### src/rtl/mem_dma_engine_if.sv
// Control and memory-port bundle for mem_dma_engine.
// master = engine side, slave = controller/memory side.
interface mem_dma_engine_if #(
   parameter int ADDR_W = 8,
   parameter int DATA_W = 64
);
   logic              start;
   logic [1:0]        op;
   logic [ADDR_W-1:0] src_addr;
   logic [ADDR_W-1:0] dst_addr;
   logic [ADDR_W:0]   len;
   logic [DATA_W-1:0] fill_value;
   logic              busy;
   logic              done;
   logic              err;
   logic [DATA_W-1:0] sum_out;
   logic [ADDR_W-1:0] mem_address;
   logic [DATA_W-1:0] mem_wdata;
   logic              mem_write_en;
   logic              mem_read_en;
   logic [DATA_W-1:0] mem_rdata;

   modport master (
      input  start, op, src_addr, dst_addr, len, fill_value, mem_rdata,
      output busy, done, err, sum_out,
      output mem_address, mem_wdata, mem_write_en, mem_read_en
   );

   modport slave (
      output start, op, src_addr, dst_addr, len, fill_value, mem_rdata,
      input  busy, done, err, sum_out,
      input  mem_address, mem_wdata, mem_write_en, mem_read_en
   );
endinterface

### src/rtl/mem_dma_engine.sv
// Block copy / fill / checksum initiator for a single-port data memory.
// One command at a time; strobes decode straight from state.
module mem_dma_engine #(
   parameter int ADDR_W = 8,
   parameter int DATA_W = 64
) (
   input  logic             clk,
   input  logic             rst_n,
   mem_dma_engine_if.master bus
);
   typedef enum logic [1:0] {
      S_IDLE,
      S_READ,
      S_WRITE,
      S_DONE
   } state_t;

   localparam logic [1:0] OP_COPY = 2'b00;
   localparam logic [1:0] OP_FILL = 2'b01;
   localparam logic [1:0] OP_ILL  = 2'b11;

   state_t            r_state;
   state_t            w_next;
   logic [1:0]        r_op;
   logic [ADDR_W-1:0] r_src;
   logic [ADDR_W-1:0] r_dst;
   logic [ADDR_W:0]   r_len;
   logic [ADDR_W:0]   r_idx;
   logic [DATA_W-1:0] r_fill;
   logic [DATA_W-1:0] r_buf;
   logic              r_err;
   logic [DATA_W-1:0] r_sum;

   logic              w_last;
   logic              w_busy;
   logic              w_done;
   logic              w_rd;
   logic              w_wr;
   logic [ADDR_W-1:0] w_addr;
   logic [DATA_W-1:0] w_wdata;

   assign w_last = (r_idx + (ADDR_W+1)'(1)) == r_len;

   always_ff @(posedge clk or negedge rst_n) begin
      if (!rst_n) begin
         r_state <= S_IDLE;
         r_op    <= '0;
         r_src   <= '0;
         r_dst   <= '0;
         r_len   <= '0;
         r_idx   <= '0;
         r_fill  <= '0;
         r_buf   <= '0;
         r_err   <= 1'b0;
         r_sum   <= '0;
      end else begin
         r_state <= w_next;
         case (r_state)
            S_IDLE: begin
               if (bus.start) begin
                  r_op   <= bus.op;
                  r_src  <= bus.src_addr;
                  r_dst  <= bus.dst_addr;
                  r_len  <= bus.len;
                  r_fill <= bus.fill_value;
                  r_idx  <= '0;
                  r_sum  <= '0;
                  r_err  <= (bus.op == OP_ILL);
               end
            end
            S_READ: begin
               if (r_op == OP_COPY) begin
                  r_buf <= bus.mem_rdata;
               end else begin
                  r_sum <= r_sum + bus.mem_rdata;
                  r_idx <= r_idx + (ADDR_W+1)'(1);
               end
            end
            S_WRITE: r_idx <= r_idx + (ADDR_W+1)'(1);
            default: ;
         endcase
      end
   end

   // Copy alternates READ/WRITE per word; idx only advances on the write.
   always_comb begin
      w_next  = r_state;
      w_busy  = 1'b0;
      w_done  = 1'b0;
      w_rd    = 1'b0;
      w_wr    = 1'b0;
      w_addr  = '0;
      w_wdata = '0;
      case (r_state)
         S_IDLE: begin
            if (bus.start) begin
               if (bus.len == '0 || bus.op == OP_ILL)
                  w_next = S_DONE;
               else if (bus.op == OP_FILL)
                  w_next = S_WRITE;
               else
                  w_next = S_READ;
            end
         end
         S_READ: begin
            w_busy = 1'b1;
            w_rd   = 1'b1;
            w_addr = r_src + r_idx[ADDR_W-1:0];
            if (r_op == OP_COPY)
               w_next = S_WRITE;
            else if (w_last)
               w_next = S_DONE;
         end
         S_WRITE: begin
            w_busy  = 1'b1;
            w_wr    = 1'b1;
            w_addr  = r_dst + r_idx[ADDR_W-1:0];
            w_wdata = (r_op == OP_COPY) ? r_buf : r_fill;
            if (w_last)
               w_next = S_DONE;
            else if (r_op == OP_COPY)
               w_next = S_READ;
         end
         S_DONE: begin
            w_done = 1'b1;
            w_next = S_IDLE;
         end
         default: w_next = S_IDLE;
      endcase
   end

   assign bus.busy         = w_busy;
   assign bus.done         = w_done;
   assign bus.err          = r_err;
   assign bus.sum_out      = r_sum;
   assign bus.mem_address  = w_addr;
   assign bus.mem_wdata    = w_wdata;
   assign bus.mem_read_en  = w_rd;
   assign bus.mem_write_en = w_wr;
endmodule
### src/flat_wrapper.sv
// flat-port wrapper written by rule: the top's interface ports become plain ports
module mem_dma_engine_flat 
#(
   parameter int ADDR_W = 8,
   parameter int DATA_W = 64
)
  (clk, rst_n, bus_start, bus_op, bus_src_addr, bus_dst_addr, bus_len, bus_fill_value, bus_mem_rdata, bus_busy, bus_done, bus_err, bus_sum_out, bus_mem_address, bus_mem_wdata, bus_mem_write_en, bus_mem_read_en);
  mem_dma_engine_if #(.ADDR_W(ADDR_W), .DATA_W(DATA_W)) bus_i ();
  input  logic clk;
  input  logic rst_n;
  input wire logic [$bits(bus_i.start)-1:0] bus_start;
  input wire logic [$bits(bus_i.op)-1:0] bus_op;
  input wire logic [$bits(bus_i.src_addr)-1:0] bus_src_addr;
  input wire logic [$bits(bus_i.dst_addr)-1:0] bus_dst_addr;
  input wire logic [$bits(bus_i.len)-1:0] bus_len;
  input wire logic [$bits(bus_i.fill_value)-1:0] bus_fill_value;
  input wire logic [$bits(bus_i.mem_rdata)-1:0] bus_mem_rdata;
  output wire logic [$bits(bus_i.busy)-1:0] bus_busy;
  output wire logic [$bits(bus_i.done)-1:0] bus_done;
  output wire logic [$bits(bus_i.err)-1:0] bus_err;
  output wire logic [$bits(bus_i.sum_out)-1:0] bus_sum_out;
  output wire logic [$bits(bus_i.mem_address)-1:0] bus_mem_address;
  output wire logic [$bits(bus_i.mem_wdata)-1:0] bus_mem_wdata;
  output wire logic [$bits(bus_i.mem_write_en)-1:0] bus_mem_write_en;
  output wire logic [$bits(bus_i.mem_read_en)-1:0] bus_mem_read_en;
  assign bus_i.start = bus_start;
  assign bus_i.op = bus_op;
  assign bus_i.src_addr = bus_src_addr;
  assign bus_i.dst_addr = bus_dst_addr;
  assign bus_i.len = bus_len;
  assign bus_i.fill_value = bus_fill_value;
  assign bus_i.mem_rdata = bus_mem_rdata;
  assign bus_busy = bus_i.busy;
  assign bus_done = bus_i.done;
  assign bus_err = bus_i.err;
  assign bus_sum_out = bus_i.sum_out;
  assign bus_mem_address = bus_i.mem_address;
  assign bus_mem_wdata = bus_i.mem_wdata;
  assign bus_mem_write_en = bus_i.mem_write_en;
  assign bus_mem_read_en = bus_i.mem_read_en;
  mem_dma_engine #(.ADDR_W(ADDR_W), .DATA_W(DATA_W)) u_core (.clk(clk), .rst_n(rst_n), .bus(bus_i));
endmodule
### config.mk
export PLATFORM = sky130hd
export DESIGN_NAME = mem_dma_engine_flat
export DESIGN_NICKNAME = d
export VERILOG_FILES = /design/src/rtl/mem_dma_engine_if.sv /design/src/rtl/mem_dma_engine.sv /design/src/flat_wrapper.sv
export SDC_FILE = /design/constraint.sdc
export NUM_CORES = 1
export LEC_CHECK = 0
export CAP_MARGIN = 20
export CORE_ASPECT_RATIO = 0.6
export CORE_UTILIZATION = 52
export DETAILED_ROUTE_END_ITERATION = 8
export PLACE_DENSITY = 0.87
export SETUP_SLACK_MARGIN = 0.02
export SLEW_MARGIN = 20
export SYNTH_ARGS = -nofsm -noshare
export SYNTH_HDL_FRONTEND = slang
export SYNTH_SLANG_ARGS = --single-unit
### constraint.sdc
create_clock -name clk -period 5.65 [get_ports clk]
set_input_delay 1.4125 -clock clk [delete_from_list [all_inputs] [get_ports clk]]
set_output_delay 1.4125 -clock clk [all_outputs]
set_load 0.05 [all_outputs]
==> results.toml, run 1 <==
[run_status]
outcome = "complete, no violations"

[clock_tree]
cts_tree = "yes"
post_cts_buffers = 0
cts_max_path_buffers = 3
cts.clk_slew.worst_paths_ns = 0.06
htree_levels = 1
clkLatencyLatePin_ns = 0.54
root_buffer = "clkbuf_16"
cts_made_buffers = 25
cts_num_sinks = 231

[critical_path]
reg2regPathDepth = 14
critPathKind = "reg -> out"
r2r-end = "u_core.bus.sum_out[62]"
crit_fanout = 5
cp_data_arrival_time_ns = 3.95
critPathLaunchType = "flop"
reg2reg_slack_ns = 2.32
worstReg2RegStart = "u_core.bus.sum_out[0]"
cp.required_ns = 4.24
worstSetupEndpointType = "output port"
crit_start = "u_core.r_state[0]"
crit_path_end = "bus_mem_address[5]"

[sta]
hold_viol = 0
final.setup.tns_ns = 0
drv_slew = 0
fin_crit_ns = 5.36
rsz0062_at_grt = "no"
tightestPinTransition_ns = 1.01
fin_skew_ns = 0.0216
final.period_utilization = 0.949
setup_viol = 0
max_slew_margin = 0.327
max_freq_ghz = 0.186

[detailed_routing]
vias_per_cell = 5.82
wire_per_inst_um = 19.4
drtPass1Iterations = 5
drc = 0
drt_iter0_drc = 1269
ant_nets = 0
wl_mm = 41.8
vias = 12500

[placement]
port_buffers = 298
gp_congestion = 0.929
dpl-instance-area_um2 = 17300
hpwl_mm = 30.1

[grt]
antenna_found_initial = 0
grt_overflow = 0
grt_max_degree = 111
grtUsageTotal = 0.300
grt_pass1_wl_mm = 66.7
grt_pass1_vias = 12300

[synth]
synth-edff-count = 0
synth_seq_cells = 231
synth.avg_cell_area_um2 = 9.22
postSynthCellCount = 1526
synth_top_flop_cell = "dfrtp_1"
synth.distinct_cells = 68
yosysSeqAreaShare = 0.411
syn-cell-area_um2 = 14100
synth_nets = 1763
synth_warnings = 0
async_reset_ff_frac = 1.00

[power]
p_per_area_nw_per_um2 = 603
vdd_drop_max_mv = 0.325
p_leak_nw = 8.16
clkPwrFrac = 0.144
sw_frac_of_total = 0.474
p_int_w = 0.00574
pwr-share-seq = 0.265
p_total_w = 0.0109
p_sw_w = 0.00518
p_comb_frac = 0.592

[cells_and_area]
nNetsFinal = 2014
finalInstanceArea_um2 = 18100
drive_above_1_share = 0.101
diodes = 0
syn_to_final_growth_pct = 28.6

[floorplanning]
rows = 46
die_w_um = 214
core-area_um2 = 26500
io_pins = 299
start_util = 0.532
die_h_um = 129
dieArea_um2 = 27700

[run]
maxCapViolCount = 0

[min_path]
hp-class = "reg -> reg"
## what timing repair did
item / in CTS / in global routing
gates resized for setup: 0 / 1
endpoints found under the setup margin: 0 / 1
hold buffers: 0 / 0
## power by group through the flow
stage	Combinational (W)	Sequential [W]	Clock [W]
2_1_floorplan	0.00405	0.00326	0
3_3_place_gp	0.00621	0.00285	0
3_5_place_dp	0.00636	0.00290	0
4_1_cts	0.00641	0.00288	0.00160
5_1_grt	0.00693	0.00297	0.00166
6_report	0.00646	0.00289	0.00157
## how the worst min path moves through the flow
| stage | startpoint | endpoint | slack [ns] | cells after the start |
|---|---|---|---|---|
| 2_1_floorplan | u_core.r_buf[0] | u_core.r_buf[0] | 0.45 | 2 |
| 3_3_place_gp | u_core.r_buf[32] | u_core.r_buf[32] | 0.46 | 2 |
| 3_5_place_dp | u_core.r_buf[18] | u_core.r_buf[18] | 0.46 | 2 |
| 4_1_cts | u_core.r_buf[18] | u_core.r_buf[18] | 0.48 | 2 |
| 5_1_grt | u_core.r_buf[29] | u_core.r_buf[29] | 0.50 | 2 |
| 6_report | u_core.r_buf[53] | u_core.r_buf[53] | 0.47 | 2 |
## synthesized netlist by cell type (8+ instances only)
cell	count	area, um^2
nor3_1	14	70.1
mux2_2	98	1100
nor2b_1	8	50.1
clkbuf_1	80	300
nand2_1	394	1480
nand2b_1	8	50.1
and2_1	11	68.8
xor2_1	28	245
ha_1	77	963
xnor2_1	51	447
inv_1	25	93.8
dfrtp_1	231	5780
nand3_1	20	100
a21oi_1	69	345
a21boi_0	65	488
o21a_1	8	60.1
a22o_1	65	569
nand4_1	20	125
nor2_1	44	165
a31oi_1	11	68.8
a21o_1	43	323
o21ai_0	48	240
o21bai_1	13	97.6
## through the flow
stage	utilization	std cells	hold WS, ns	worst slack (ns)
finish	0.684	2151	0.475	0.288
detailed placement	0.654	2109	0.462	0.783
floorplan	-	1526	0.446	0.538
global placement	0.654	2109	0.457	0.832
global route	0.684	2151	0.503	0.152
CTS	0.682	2150	0.478	0.220
## cell type report
cell class | count | area [um^2]
multi-input combinational | 1182 | 7890
tap | 360 | 450
fill | 2040 | 8380
timing repair buffer | 312 | 3130
clock inverter | 6 | 61.3
sequential | 231 | 5780
clock buffer | 35 | 693
inverter | 25 | 93.8
## kinds of logic after synthesis
logic type	after synthesis	synth area share
AOI/OAI and AO/OA	379	0.195
and+or+nand+nor	543	0.162
adders and majority gates	79	0.0713
muxes	102	0.0813
xor gates and xnor gates	79	0.0492
buffers and inverters	113	0.0304
DFF	231	0.411
## sequential cells by signal, indices dropped and copies added (netlist names)
name,count
u_core.bus.err,1
u_core.bus.sum_out,64
u_core.r_buf,64
u_core.r_dst,8
u_core.r_fill,64
u_core.r_idx,9
u_core.r_len,9
u_core.r_op,2
u_core.r_src,8
u_core.r_state,2
## metal layers
| layer | vias to the layer above | part of all wire | track usage |
|---|---|---|---|
| met3 | 70 | 0.072 | 0.0552 |
| met4 | 0 | 0.021 | 0.0748 |
| met2 | 511 | 0.44 | 0.460 |
| met1 | 6098 | 0.47 | 0.439 |
| li1 | 5837 | - | - |
| met5 | - | 0 | 0 |
## critical path: stages (launching register included)
cell and delay (ns):
dfrtp_1 0.43, inv_1 0.14, ha_2 0.26, mux2_2 0.37
ha_1 0.28, a21o_1 0.18, a21o_1 0.20, a21o_1 0.20
a21oi_1 0.26, xnor2_1 0.16, and2_1 0.14, clkdlybuf4s50_1 0.80
## cells in the final DEF, fill, tap and decap left out, types with 48 or more instances in the layout
cell type	Yosys	final
ha_1	77	76
mux2_2	98	98
o21ai_0	48	48
nand2_1	394	392
a22o_1	65	65
clkdlybuf4s50_1	0	295
a21oi_1	69	69
xnor2_1	51	51
a21boi_0	65	65
dfrtp_1	231	231
(Power assumes the default switching activity.)
==> run 2: changes to the inputs <==
CORE_UTILIZATION = 44   (was 52)
PLACE_DENSITY = 0.77   (was 0.87)
==> run 2 against run 1 <==
  * Sequential power barely moved
  * Core utilization fell by 10 points
  * Fmax rose by 2.7%
  * Sequential cell count did not move
  * First-iteration DRC count fell by 31%
  * Non-clock buffer count fell by 1
  * Final area rose by 0.76%
  * Critical path type unchanged
==> results.toml, run 2 (synthesis results as in run 1) <==
[run_status]
outcome = "complete, no violations"

[sta]
final.setup.tns_ns = 0
hold_viol = 0
hold_slack_ns = 0.477
final.period_utilization = 0.924
fin_skew_ns = 0.0151
rsz0062_at_grt = "no"
max_freq_ghz = 0.192
setup_viol = 0
drv_slew = 0
tightestPinTransition_ns = 1.00
max_slew_margin = 0.332
fin_crit_ns = 5.22

[grt]
antenna_found_initial = 1
grt_pass1_vias = 12100
grt_max_degree = 99
grt_overflow = 0
grtUsageTotal = 0.257
grt_pass1_wl_mm = 66.9

[clock_tree]
post_cts_buffers = 0
cts_tree = "yes"
cts_made_buffers = 24
cts_max_path_buffers = 3
root_buffer = "clkbuf_16"
hold_buffers = 0
htree_levels = 1
cts.clk_slew.worst_paths_ns = 0.07
clkLatencyLatePin_ns = 0.53
cts_resized = 0
cts_num_sinks = 231

[critical_path]
crit_start = "u_core.r_state[0]"
path_cells = "inv_1 > ha_4 > mux2_2 > ha_1 > inv_1 > fa_1 > nor2b_1 > o21ai_0 > nand2b_1 > xor2_1 > and2_1 > clkdlybuf4s50_1"
cp.required_ns = 4.24
worstReg2RegStart = "u_core.bus.sum_out[0]"
reg2regPathDepth = 14
path_buf_inv = 3
critPathLaunchType = "flop"
cpMostUsedCell = "inv_1"
crit_path_end = "bus_mem_address[4]"
critPathKind = "reg -> out"
worst_path_largest_cell_delay_ns = 0.79
path_delay_family = "buffers and inverters"
reg2reg_slack_ns = 2.26
slowest_stage = "clkdlybuf4s50_1"
crit_cells = 12
worstSetupEndpointType = "output port"
crit_fanout = 29
r2r-end = "u_core.bus.sum_out[56]"
cp_data_arrival_time_ns = 3.81

[power]
clkPwrFrac = 0.153
pwr-share-seq = 0.262
p_per_area_nw_per_um2 = 602
p_total_w = 0.0110
p_leak_nw = 8.17
p_sw_w = 0.00517
p_comb_frac = 0.585
vdd_drop_max_mv = 0.310
sw_frac_of_total = 0.470
p_int_w = 0.00582

[floorplanning]
die_h_um = 141
core-area_um2 = 31300
rows = 50
die_w_um = 233
io_pins = 299
start_util = 0.449
dieArea_um2 = 32700

[detailed_routing]
vias = 12300
drt_iter0_drc = 881
vias_per_cell = 5.56
drtPass1Iterations = 5
wl_mm = 42.3
drc = 0
wire_per_inst_um = 19.1
ant_nets = 0

[cells_and_area]
fillers = 2732
mostFrequentLayoutCells = "nand2_1, clkdlybuf4s50_1, dfrtp_1"
final_common_cell = "nand2_1"
syn_to_final_growth_pct = 29.6
multi_input_area_um2 = 7900
regArea_um2 = 5780
drive_above_1_share = 0.105
nNetsFinal = 2012

[run]
maxCapViolCount = 0

[placement]
hpwl_mm = 30.5
port_buffers = 298
gp_congestion = 0.928

[min_path]
hp-class = "reg -> reg"
-- run 2: cell count changes in the layout (fill, tap and decap cells not counted), sizes merged --
| cell | change |
|---|---|
| clkbuf | +2 |
| clkinvlp | +2 |
| buf | +1 |
| clkdlybuf4s50 | -1 |
| clkinv | -1 |
| diode | +1 |
| dlymetal6s2s | -1 |
-- run 2: cell type report --
cell class              count  share of cell area
flip-flops and latches    231               0.317
clock buffers              37              0.0417
inverters                  25             0.00515
multi-input cells        1182               0.433
clock inverters             7             0.00391
well taps                 416              0.0285
diodes                      1            0.000137
repair buffers            311               0.170
-- run 2: power by group through the flow --
| stage | combinational [W] | clock, W | sequential, W |
|---|---|---|---|
| 2_1_floorplan | 0.00405 | 0 | 0.00326 |
| 3_3_place_gp | 0.00629 | 0 | 0.00285 |
| 3_5_place_dp | 0.00640 | 0 | 0.00289 |
| 4_1_cts | 0.00643 | 0.00171 | 0.00287 |
| 5_1_grt | 0.00693 | 0.00178 | 0.00297 |
| 6_report | 0.00643 | 0.00168 | 0.00288 |
-- run 2: worst min-delay path by stage --
stage                startpoint                to  slack [ns]  cells after the start
6_report       u_core.r_buf[10]  u_core.r_buf[10]        0.48                      2
3_3_place_gp   u_core.r_buf[20]  u_core.r_buf[20]        0.46                      2
3_5_place_dp   u_core.r_buf[34]  u_core.r_buf[34]        0.46                      2
4_1_cts        u_core.r_buf[34]  u_core.r_buf[34]        0.48                      2
2_1_floorplan   u_core.r_buf[0]   u_core.r_buf[0]        0.45                      2
5_1_grt        u_core.r_buf[27]  u_core.r_buf[27]        0.50                      2
-- run 2: routing by layer --
metal	up-vias	GRT usage	share of wire
li1	5818	-	-
met5	-	0	0
met4	0	0.0578	0.021
met3	52	0.0485	0.070
met1	5985	0.379	0.48
met2	431	0.390	0.43
-- run 2: per-stage QoR --
| stage | cell area, um^2 | worst slack, ns | utilization | cells |
|---|---|---|---|---|
| final | 18200 | 0.429 | 0.582 | 2210 |
| after global routing | 18200 | 0.205 | 0.582 | 2210 |
| after CTS | 18200 | 0.179 | 0.581 | 2209 |
| after detailed placement | 17400 | 0.753 | 0.555 | 2165 |
| after global placement | 17400 | 0.866 | 0.555 | 2165 |
| after floorplan | 14100 | 0.538 | - | 1526 |
-- run 2: worst min-delay path: stages, from the launching register on --
cell	delay, ns
dfrtp_1	0.34
nand2_1	0.05
nand2_1	0.05
